File: config.mk
export PLATFORM = sky130hd
export DESIGN_NAME = serial_tx_framed
export DESIGN_NICKNAME = d
export VERILOG_FILES = /design/src/rtl/serial_tx_framed.sv
export SDC_FILE = /design/constraint.sdc
export NUM_CORES = 1
export LEC_CHECK = 0
export BUFFER_PORTS_ARGS = -buffer_cell sky130_fd_sc_hd__buf_2
export CAP_MARGIN = 20
export CORE_MARGIN = 4
export CORE_UTILIZATION = 55
export CTS_BUF_LIST = sky130_fd_sc_hd__clkbuf_4 sky130_fd_sc_hd__clkbuf_8
export CTS_CLUSTER_DIAMETER = 50
export CTS_CLUSTER_SIZE = 10
export DETAILED_ROUTE_END_ITERATION = 10
export GPL_TIMING_DRIVEN = 0
export HOLD_SLACK_MARGIN = 0.15
export PLACE_DENSITY = 0.76
export SETUP_SLACK_MARGIN = 0.05
export SKIP_CTS_REPAIR_TIMING = 1
export SLEW_MARGIN = 25
export SYNTH_ARGS = -nofsm -noshare
export SYNTH_HDL_FRONTEND = slang
export SYNTH_SLANG_ARGS = --single-unit
File: constraint.sdc
create_clock -name Clk_S -period 3.3 [get_ports Clk_S]
set_input_delay 0.33 -clock Clk_S [delete_from_list [all_inputs] [get_ports Clk_S]]
set_output_delay 0.33 -clock Clk_S [all_outputs]
set_load 0.05 [all_outputs]
File: src/rtl/serial_tx_framed.sv
// Framed serial transmitter: start bit, DATA_W data bits, optional even parity,
// STOP_BITS stop bits. A one-entry holding register lets frames go out back-to-back.
module serial_tx_framed #(
    parameter int unsigned DATA_W    = 55,
    parameter int unsigned PARITY_EN = 1,
    parameter int unsigned STOP_BITS = 1,
    parameter int unsigned MSB_FIRST = 0
) (
    input  logic              Clk_S,
    input  logic              Rst_n,
    input  logic [DATA_W-1:0] TX_Data,
    input  logic              TX_Data_Valid,
    output logic              TX_Ready,
    output logic              S_Data,
    output logic              TX_Busy,
    output logic              Frame_Done
);

    localparam int unsigned CNT_MAX = (DATA_W > STOP_BITS) ? DATA_W : STOP_BITS;
    localparam int unsigned CNT_W   = $clog2(CNT_MAX + 1);

    typedef enum logic [2:0] {
        IDLE   = 3'd0,
        START  = 3'd1,
        DATA   = 3'd2,
        PARITY = 3'd3,
        STOP   = 3'd4
    } state_t;

    state_t              state_q, state_d;
    logic [DATA_W-1:0]   shreg_q, shreg_d;
    logic [DATA_W-1:0]   hold_q, hold_d;
    logic                hold_full_q, hold_full_d;
    logic                par_q, par_d;
    logic [CNT_W-1:0]    cnt_q, cnt_d;
    logic                line_d;
    logic                done_d;
    logic                last_stop;
    logic                launch;
    logic                accept;

    // Frame boundary and handshake qualifiers
    assign last_stop = (state_q == STOP) && (cnt_q == CNT_W'(STOP_BITS - 1));
    assign launch    = hold_full_q && ((state_q == IDLE) || last_stop);
    assign accept    = TX_Data_Valid && TX_Ready;

    // Next-state, shifter, holding register and next line level
    always_comb begin
        state_d     = state_q;
        shreg_d     = shreg_q;
        hold_d      = hold_q;
        hold_full_d = hold_full_q;
        par_d       = par_q;
        cnt_d       = cnt_q;
        done_d      = 1'b0;
        line_d      = 1'b0;

        case (state_q)
            IDLE: begin
                state_d = IDLE;
            end
            START: begin
                state_d = DATA;
                cnt_d   = '0;
            end
            DATA: begin
                shreg_d = (MSB_FIRST != 0) ? (shreg_q << 1) : (shreg_q >> 1);
                if (cnt_q == CNT_W'(DATA_W - 1)) begin
                    state_d = (PARITY_EN != 0) ? PARITY : STOP;
                    cnt_d   = '0;
                end else begin
                    cnt_d = cnt_q + CNT_W'(1);
                end
            end
            PARITY: begin
                state_d = STOP;
                cnt_d   = '0;
            end
            STOP: begin
                if (last_stop) begin
                    done_d  = 1'b1;
                    state_d = IDLE;
                end else begin
                    cnt_d = cnt_q + CNT_W'(1);
                end
            end
            default: begin
                state_d = IDLE;
            end
        endcase

        // Held word enters the shifter; parity is fixed here
        if (launch) begin
            state_d     = START;
            shreg_d     = hold_q;
            par_d       = ^hold_q;
            hold_full_d = 1'b0;
        end

        // Producer handover into the holding register
        if (accept) begin
            hold_d      = TX_Data;
            hold_full_d = 1'b1;
        end

        // Line level for the cycle that follows this edge
        case (state_d)
            START:   line_d = 1'b1;
            DATA:    line_d = (MSB_FIRST != 0) ? shreg_d[DATA_W-1] : shreg_d[0];
            PARITY:  line_d = par_d;
            default: line_d = 1'b0;
        endcase
    end

    // State and datapath registers, all outputs registered
    always_ff @(posedge Clk_S or negedge Rst_n) begin
        if (!Rst_n) begin
            state_q     <= IDLE;
            shreg_q     <= '0;
            hold_q      <= '0;
            hold_full_q <= 1'b0;
            par_q       <= 1'b0;
            cnt_q       <= '0;
            TX_Ready    <= 1'b0;
            S_Data      <= 1'b0;
            TX_Busy     <= 1'b0;
            Frame_Done  <= 1'b0;
        end else begin
            state_q     <= state_d;
            shreg_q     <= shreg_d;
            hold_q      <= hold_d;
            hold_full_q <= hold_full_d;
            par_q       <= par_d;
            cnt_q       <= cnt_d;
            TX_Ready    <= !hold_full_d;
            S_Data      <= line_d;
            TX_Busy     <= (state_d != IDLE);
            Frame_Done  <= done_d;
        end
    end

endmodule
==> results of run 1 <==
[worst paths after layout]
kind / start / end / slack (ps) / cells past startpoint
min in group asynchronous: Rst_n / hold_q[14] / 350 / 2
worst min register to register: shreg_q[29] / shreg_q[29] / 480 / 2
worst max register to register: cnt_q[0] / shreg_q[37] / 760 / 8
worst min-delay path: TX_Data[4] / hold_q[4] / 150 / 2
worst max-delay path: cnt_q[0] / shreg_q[37] / 760 / 8
max in group asynchronous: Rst_n / shreg_q[53] / 2250 / 3
[synth_stat cells, drive strengths merged, types with 2 or more instances]
| master | count |
|---|---|
| nand2b | 3 |
| dfrtp | 125 |
| xnor3 | 2 |
| inv | 6 |
| a22oi | 53 |
| nand4 | 2 |
| nand3 | 2 |
| ha | 3 |
| nand2 | 121 |
| xnor2 | 43 |
| nor2 | 9 |
| nor2b | 3 |
| mux2 | 56 |
| xor2 | 11 |
| clkbuf | 21 |
| a21oi | 6 |
| buf | 3 |
| o21ai | 6 |
[power groups by stage]
stage                     sequential [mW]  combinational, mW  clock, mW
after global placement               2.06               1.93          0
after global routing                 2.09               2.16       1.42
after detailed placement             2.08               1.99          0
after floorplan                      1.99               1.70          0
final                                2.05               2.03       1.32
after CTS                            2.05               2.00       1.34
[flip-flops by register name, summed over array words and instances, names as in the netlist]
| register | cells |
|---|---|
| Frame_Done | 1 |
| S_Data | 1 |
| TX_Busy | 1 |
| TX_Ready | 1 |
| cnt_q | 6 |
| hold_full_q | 1 |
| hold_q | 55 |
| par_q | 1 |
| shreg_q | 55 |
| state_q | 3 |
[final cells by class]
cell class | instances | area, um2
well taps | 133 | 166
clock inverters | 7 | 87.6
multi-input cells | 331 | 2280
flip-flops and latches | 125 | 3130
repair buffers | 116 | 883
fillers | 698 | 2800
plain buffers | 24 | 96.3
clock buffers | 24 | 305
inverters | 6 | 22.5
[per-layer routing]
| layer | vias to the layer above | part of all wire [%] | global-route usage [%] |
|---|---|---|---|
| met3 | 14 | 5.0 | 5.01 |
| met2 | 93 | 53 | 34.1 |
| met1 | 2059 | 41 | 26.8 |
| li1 | 1929 | - | - |
| met4 | 0 | 1.3 | 6.94 |
| met5 | - | 0 | 0 |
[cells by family (layout without fill, tap and decap cells)]
logic type / Yosys count / count (layout)
AND/OR/NAND/NOR: 145 / 145
flip-flops: 125 / 125
AO/OA/AOI/OAI: 70 / 70
multiplexers: 57 / 57
XOR/XNOR: 56 / 56
buffers and inverters: 30 / 177
adder cells (fa/ha/maj): 3 / 3
[worst max-delay path: cells and delay by family (launching register included)]
family / cells / cell delay [ps]
and+or+nand+nor: 4 / 960
adders and majority gates: 1 / 210
AOI/OAI and AO/OA: 1 / 340
DFF: 1 / 430
buffers and inverters: 2 / 530
==> results.toml, run 1 <==
[finish]
drive_above_1_share_pct = 24.2
finalNonFillerCells = 766
layout_common_cells = "dfrtp_1, nand2_1, buf_2"
syn_to_final_growth_pct = 26.1
utilization_pct = 71.3
n_antenna_cell = 0
layout_commonest_cell = "dfrtp_1"
design_area_um2 = 6970
nets = 682

[power]
ir_drop_v = 0.000786
power_switching_mw = 1.51
pwr-share-seq_pct = 38.0
p_clk_share_pct = 24.5
p_sw_share_pct = 28.0
p_int_mw = 3.89
p_leak_nw = 3.36
combPwrFrac_pct = 37.5
power_mw = 5.40
p_per_area_nw_per_um2 = 774

[timing]
fmax_mhz = 393
min_period_over_period_pct = 77.0
fin_tns_setup_ps = 0
hold_ws_ps = 154
worstMarginPinSlew_ps = 671
fin_skew_ps = 11.6
fin_crit_ps = 2540
grt_setup_unrepaired = "false"
fin_ws_ps = 758
slew-limit-headroom_pct = 55.1
finalSetupViolations = 0
hold_viol_final = 0
slew_viol_final = 0

[placed_design]
placed_area_um2 = 6040
place_inst = 681
port_buffers = 61
gp_congestion = 0.802
dp_slack_ps = 894
hpwl_um = 7740

[global_route]
grt_pass1_wl_um = 18500
track_usage_pct = 20.6
grt_max_degree = 89
grt_pass1_vias = 3861
antenna_found_initial = 0
grt_overflow = 0

[yosys]
synthSimpleGateAreaFrac_pct = 10.6
synth.net_count = 547
synth.area.mux_share_pct = 11.7
synthArstFlopShare_pct = 100
avgSynthCellArea_um2 = 11.4
synthFlopType = "dfrtp_1"
syn_area_um2 = 5530
synth-adder-area-share_pct = 0.679
synth_compound_area_share_pct = 8.98
synth_top_area_share_pct = 56.6
ys_top_cells_by_area = "dfrtp_1, mux2_2, nand2_1"
ys_ff_latch = 125
synth_xor_xnor_area_share_pct = 9.37
synth_warnings = 0
synth_cell_types = 31
ys_seq_area_share_pct = 56.6
synth_top_area_cell = "dfrtp_1"
syn_inst = 486
synth_top_family_by_area = "multiplexers"
synth-edff-count = 0

[cts]
clk_latency_ps = 440
clkTransAtPathRegs_ps = 70
cts_root_buf = "clkbuf_8"
cts.sinks = 125
cts_tree = "yes"
clk_path_buf_depth = 2
cts_buffers = 17
cts_max_level = 4

[setup_path]
crit_chain = "inv_1 > ha_1 > a21oi_1 > nor3b_2 > nor2_1 > clkbuf_1 > nand2_1 > nand2_1"
path_class = "flop to flop"
crit_required_ps = 3670
cpMostUsedCell = "nand2_1"
max_stage_delay_ps = 560
cpMaxStageDelayCell = "nor2_1"
cp-end-kind = "flop"
crit_fanout = 10
cp-start-kind = "flop"
cp_data_arrival_time_ps = 2920

[route]
ant_nets = 0
routed-via-count = 4095
drt-wirelength-per-cell_um = 15.6
drt-pass1-iter-count = 4
wl_um = 12000
drt-vias-per-instance = 5.35
drc = 0
drtIter0Drc = 221

[die]
die_y_um = 108
start_util_pct = 56.6
core_area_um2 = 9770
die_x_um = 108
num_rows = 36
num_io_pins = 62
dieArea_um2 = 11700

[hold_path]
hold_path.class = "input port to flop"

[outcome]
outcome = "completed"

[flow_run]
cap_violations = 0
Note: power is estimated with default switching activity, not from simulation.
==> run 2: changes to the inputs <==
clock period = 2.65 ns   (was 3.3 ns; I/O delays follow)
==> run 2 against run 1 <==
Compared with the run above:
- total power grew 25%
- combinational power grew 24%
- global-route usage is the same
- largest cell class unchanged
- via count grew 0.81%
- largest power group unchanged
- fmax grew 7.7%
- routed wire length is essentially flat
- hold slack gained 140 ps
- die area is the same
- critical endpoint unchanged
==> results.toml, run 2 (same netlist as run 1, synthesis figures left out) <==
[outcome]
outcome = "completed"

[die]
start_util_pct = 56.6
die_y_um = 108
num_io_pins = 62
core_area_um2 = 9770
die_x_um = 108
num_rows = 36
dieArea_um2 = 11700

[power]
p_sw_share_pct = 28.0
ir_drop_v = 0.000981
combPwrFrac_pct = 37.5
p_int_mw = 4.85
p_per_area_nw_per_um2 = 962
power_switching_mw = 1.88
p_clk_share_pct = 24.5
pwr-share-seq_pct = 38.0
p_leak_nw = 3.37
power_mw = 6.73

[setup_path]
crit_required_ps = 2950
crit_fanout = 10
path_class = "flop to flop"
cp-end-kind = "flop"
cpMostUsedCell = "nand2_1"
startpoint = "cnt_q[2]"
cpMaxStageDelayCell = "nor3b_2"
r2r_start = "cnt_q[2]"
cp_data_arrival_time_ps = 2670
cp-start-kind = "flop"
crit_chain = "nor4_1 > a21oi_1 > nor3b_2 > nor2_2 > clkbuf_1 > nand2_1 > nand2_1"
max_stage_delay_ps = 500

[route]
drc = 0
wl_um = 12000
routed-via-count = 4128
drtIter0Drc = 217
drt-wirelength-per-cell_um = 15.6
drt-pass1-iter-count = 5
drt-vias-per-instance = 5.38
ant_nets = 0

[global_route]
track_usage_pct = 20.6
grt_pass1_wl_um = 18500
grt_max_degree = 89
grt_pass1_vias = 3861
antenna_found_initial = 0
grt_overflow = 0

[cts]
cts_buffers = 17
cts_tree = "yes"
clkTransAtPathRegs_ps = 70
cts_max_level = 4
cts.sinks = 125
clk_latency_ps = 430
cts_root_buf = "clkbuf_8"
clk_path_buf_depth = 2

[finish]
layout_commonest_cell = "dfrtp_1"
nets = 684
syn_to_final_growth_pct = 26.5
layout_common_cells = "dfrtp_1, nand2_1, buf_2"
fillers = 696
multi_input_area_um2 = 2290
n_antenna_cell = 0
top_regs = "hold_q x55, shreg_q x55, cnt_q x6"
seqCellArea_um2 = 3130
utilization_pct = 71.6
drive_above_1_share_pct = 24.3

[placed_design]
port_buffers = 61
gp_congestion = 0.802
hpwl_um = 7740

[timing]
worstMarginPinSlew_ps = 620
grt_setup_unrepaired = "false"
min_period_over_period_pct = 89.1
fin_crit_ps = 2360
finalSetupViolations = 0
fmax_mhz = 424
hold_viol_final = 0
slew_viol_final = 0
slew-limit-headroom_pct = 58.7
fin_skew_ps = 11.2

[hold_path]
hold_path.class = "input port to async pin"

[flow_run]
cap_violations = 0
## run 2: cell types whose count changed in the layout (fill, tap and decap cells not counted), sizes merged
| cell | change |
|---|---|
| dlygate4sd3 | +2 |
## run 2: power groups by stage
stage / clock (mW) / sequential (mW) / combinational [mW]
after global placement: 0 / 2.57 / 2.41
after global routing: 1.77 / 2.60 / 2.69
after floorplan: 0 / 2.48 / 2.12
after CTS: 1.67 / 2.55 / 2.49
after detailed placement: 0 / 2.59 / 2.48
final: 1.65 / 2.56 / 2.52
## run 2: path summary, 6_finish.rpt
| kind | slack (ps) | endpoint | cells past startpoint |
|---|---|---|---|
| worst max-delay path | 290 | shreg_q[37] | 7 |
| worst min-delay path | 290 | hold_q[13] | 2 |
| worst max register to register | 290 | shreg_q[37] | 7 |
| worst min register to register | 480 | shreg_q[47] | 2 |
| max in group asynchronous | 1650 | TX_Busy | 3 |
| min in group Clk_S | 480 | shreg_q[47] | 2 |
## run 2: final cells by class
type / count / share of cell area [%]
Sequential cell: 125 / 44.7
Multi-Input combinational cell: 331 / 32.7
Timing Repair Buffer: 118 / 12.9
Clock buffer: 24 / 4.36
Tap cell: 133 / 2.38
Buffer: 24 / 1.38
Clock inverter: 7 / 1.25
Inverter: 6 / 0.322
## run 2: metal layers
| metal | vias to the layer above | part of all wire, % | global-route usage (%) |
|---|---|---|---|
| met5 | - | 0 | 0 |
| met4 | 0 | 1.7 | 6.94 |
| met3 | 18 | 4.4 | 5.01 |
| met2 | 110 | 52 | 34.1 |
| met1 | 2066 | 42 | 26.8 |
| li1 | 1934 | - | - |
## run 2: worst max-delay path, delay by kind of cell (launching register included)
| family | cells | cell delay, ps |
|---|---|---|
| flops | 1 | 460 |
| buf+inv | 1 | 280 |
| simple gates | 5 | 1300 |
| compound gates | 1 | 210 |
## run 2: stage by stage
stage / setup slack [ps] / area [um2] / hold slack (ps) / std cells / setup TNS (ps)
floorplan: 692 / 5530 / -30.6 / 486 / 0
detailed placement: 244 / 6040 / 162 / 681 / 0
CTS: 172 / 6430 / -301 / 712 / 0
global placement: -205 / 6000 / 458 / 680 / -24530
finish: 289 / 7000 / 294 / 768 / 0
global route: 64.8 / 7000 / 319 / 768 / 0
==> run 3: changes to the inputs <==
CORE_ASPECT_RATIO = 0.75   (was unset)
==> run 3 against run 2 <==
Compared with the run above:
- die area up 0.14%
- core utilization decreased by 0.28 points
- setup slack got worse by 13 ps
- sequential share of layout area grew 0.35 points
- critical path depth did not move
- combinational power increased by 2%
- clock-buffer cell count unchanged
- clock skew increased by 0.83 ps
==> results.toml, run 3 (same netlist as run 1, synthesis figures left out) <==
[placed_design]
gp_congestion = 0.826
port_buffers = 61
placed_area_um2 = 6040
hpwl_um = 7860

[setup_path]
max_stage_delay_ps = 480
cp-start-kind = "flop"
crit_chain = "nor4_1 > a21oi_1 > nor3b_2 > buf_4 > buf_2 > a22oi_1 > nand2_1"
cp-end-kind = "flop"
crit_fanout = 10
crit_required_ps = 3000
path_class = "flop to flop"
cp_data_arrival_time_ps = 2720
crit_family = "simple AND/OR/NAND/NOR gates"
crit_buf_inv = 2
cpMaxStageDelayCell = "nor3b_2"

[power]
ir_drop_v = 0.000854
power_mw = 6.59
p_leak_nw = 3.34
p_sw_share_pct = 28.4
p_int_mw = 4.72
power_switching_mw = 1.87
p_per_area_nw_per_um2 = 950
combPwrFrac_pct = 38.8
p_clk_share_pct = 22.5
pwr-share-seq_pct = 38.7

[die]
die_x_um = 124
num_rows = 31
core_area_um2 = 9740
dieArea_um2 = 11700
num_io_pins = 62
die_y_um = 94.8
start_util_pct = 56.8

[timing]
grt_setup_unrepaired = "false"
worstMarginPinSlew_ps = 611
hold_ws_ps = 331
hold_viol_final = 0
slew-limit-headroom_pct = 59.3
fin_crit_ps = 2370
slew_viol_final = 0
min_period_over_period_pct = 89.6
fin_tns_setup_ps = 0
finalSetupViolations = 0
fin_skew_ps = 12.1
fmax_mhz = 421

[finish]
design_area_um2 = 6940
layout_common_cells = "dfrtp_1, nand2_1, buf_2"
n_antenna_cell = 0
fillers = 657
nets = 684
utilization_pct = 71.3
multi_input_area_um2 = 2290
layout_commonest_cell = "dfrtp_1"
seqCellArea_um2 = 3130
drive_above_1_share_pct = 23.8
syn_to_final_growth_pct = 25.5
top_regs = "hold_q x55, shreg_q x55, cnt_q x6"

[cts]
clk_path_buf_depth = 2
cts_buffers = 17
cts_root_buf = "clkbuf_8"
cts.sinks = 125
cts_tree = "yes"
clkTransAtPathRegs_ps = 70
cts_max_level = 4
clk_latency_ps = 420

[route]
routed-via-count = 3981
wl_um = 11900
drc = 0
drt-vias-per-instance = 5.22
drtIter0Drc = 285
ant_nets = 0
drt-pass1-iter-count = 4
drt-wirelength-per-cell_um = 15.5

[flow_run]
cap_violations = 0

[global_route]
grt_pass1_vias = 3895
grt_max_degree = 80
track_usage_pct = 20.9
antenna_found_initial = 0
grt_pass1_wl_um = 18700
grt_overflow = 0

[hold_path]
hold_path.class = "input port to async pin"

[outcome]
outcome = "completed"
==> run 3: cell types whose count changed in the layout (fill, tap and decap cells not counted), sizes merged <==
cell      before  now
clkinv         4    2
clkinvlp       1    0
bufinv         2    1
==> run 3: stage by stage <==
stage                     std cells  worst slack (ps)
after CTS                       707               198
after global routing            763               109
after floorplan                 486               692
after global placement          679              -178
after detailed placement        680               216
final                           763               276
==> run 3: layout make-up <==
class	count	share of cell area [%]
Sequential cell	125	45.1
Multi-Input combinational cell	331	32.9
Timing Repair Buffer	118	13.0
Clock buffer	24	4.31
Tap cell	132	2.38
Buffer	24	1.39
Clock inverter	3	0.577
Inverter	6	0.324
==> run 3: worst paths after layout <==
kind                            slack (ps)          end  depth (start not counted)   startpoint
worst max register to register         280  shreg_q[52]                          7     cnt_q[2]
worst max-delay path                   280  shreg_q[52]                          7     cnt_q[2]
worst min-delay path                   330     cnt_q[4]                          2        Rst_n
max in group asynchronous             1630   hold_q[29]                          3        Rst_n
min in group Clk_S                     480  shreg_q[50]                          2  shreg_q[50]
worst min register to register         480  shreg_q[50]                          2  shreg_q[50]
==> run 3: worst register-to-register path: stages (launching register included) <==
cell     delay [ps]
dfrtp_1         440
nor4_1          410
a21oi_1         210
nor3b_2         480
buf_4           270
buf_2           250
a22oi_1         140
nand2_1         110
==> run 3: power by group through the flow <==
stage	logic, mW	clock network (mW)	registers (mW)
5_1_grt	2.75	1.60	2.59
2_1_floorplan	2.12	0	2.48
3_5_place_dp	2.50	0	2.58
3_3_place_gp	2.42	0	2.57
4_1_cts	2.52	1.52	2.55
6_report	2.56	1.48	2.55
==> run 3: per-layer routing <==
layer  GRT usage (%)  share of wire, %  vias to the layer above
li1                -                 -                     1927
met1            29.4                46                     1943
met2            31.0                49                      100
met3            6.11               4.0                       11
met4            7.74               1.2                        0
met5               0                 0                        -
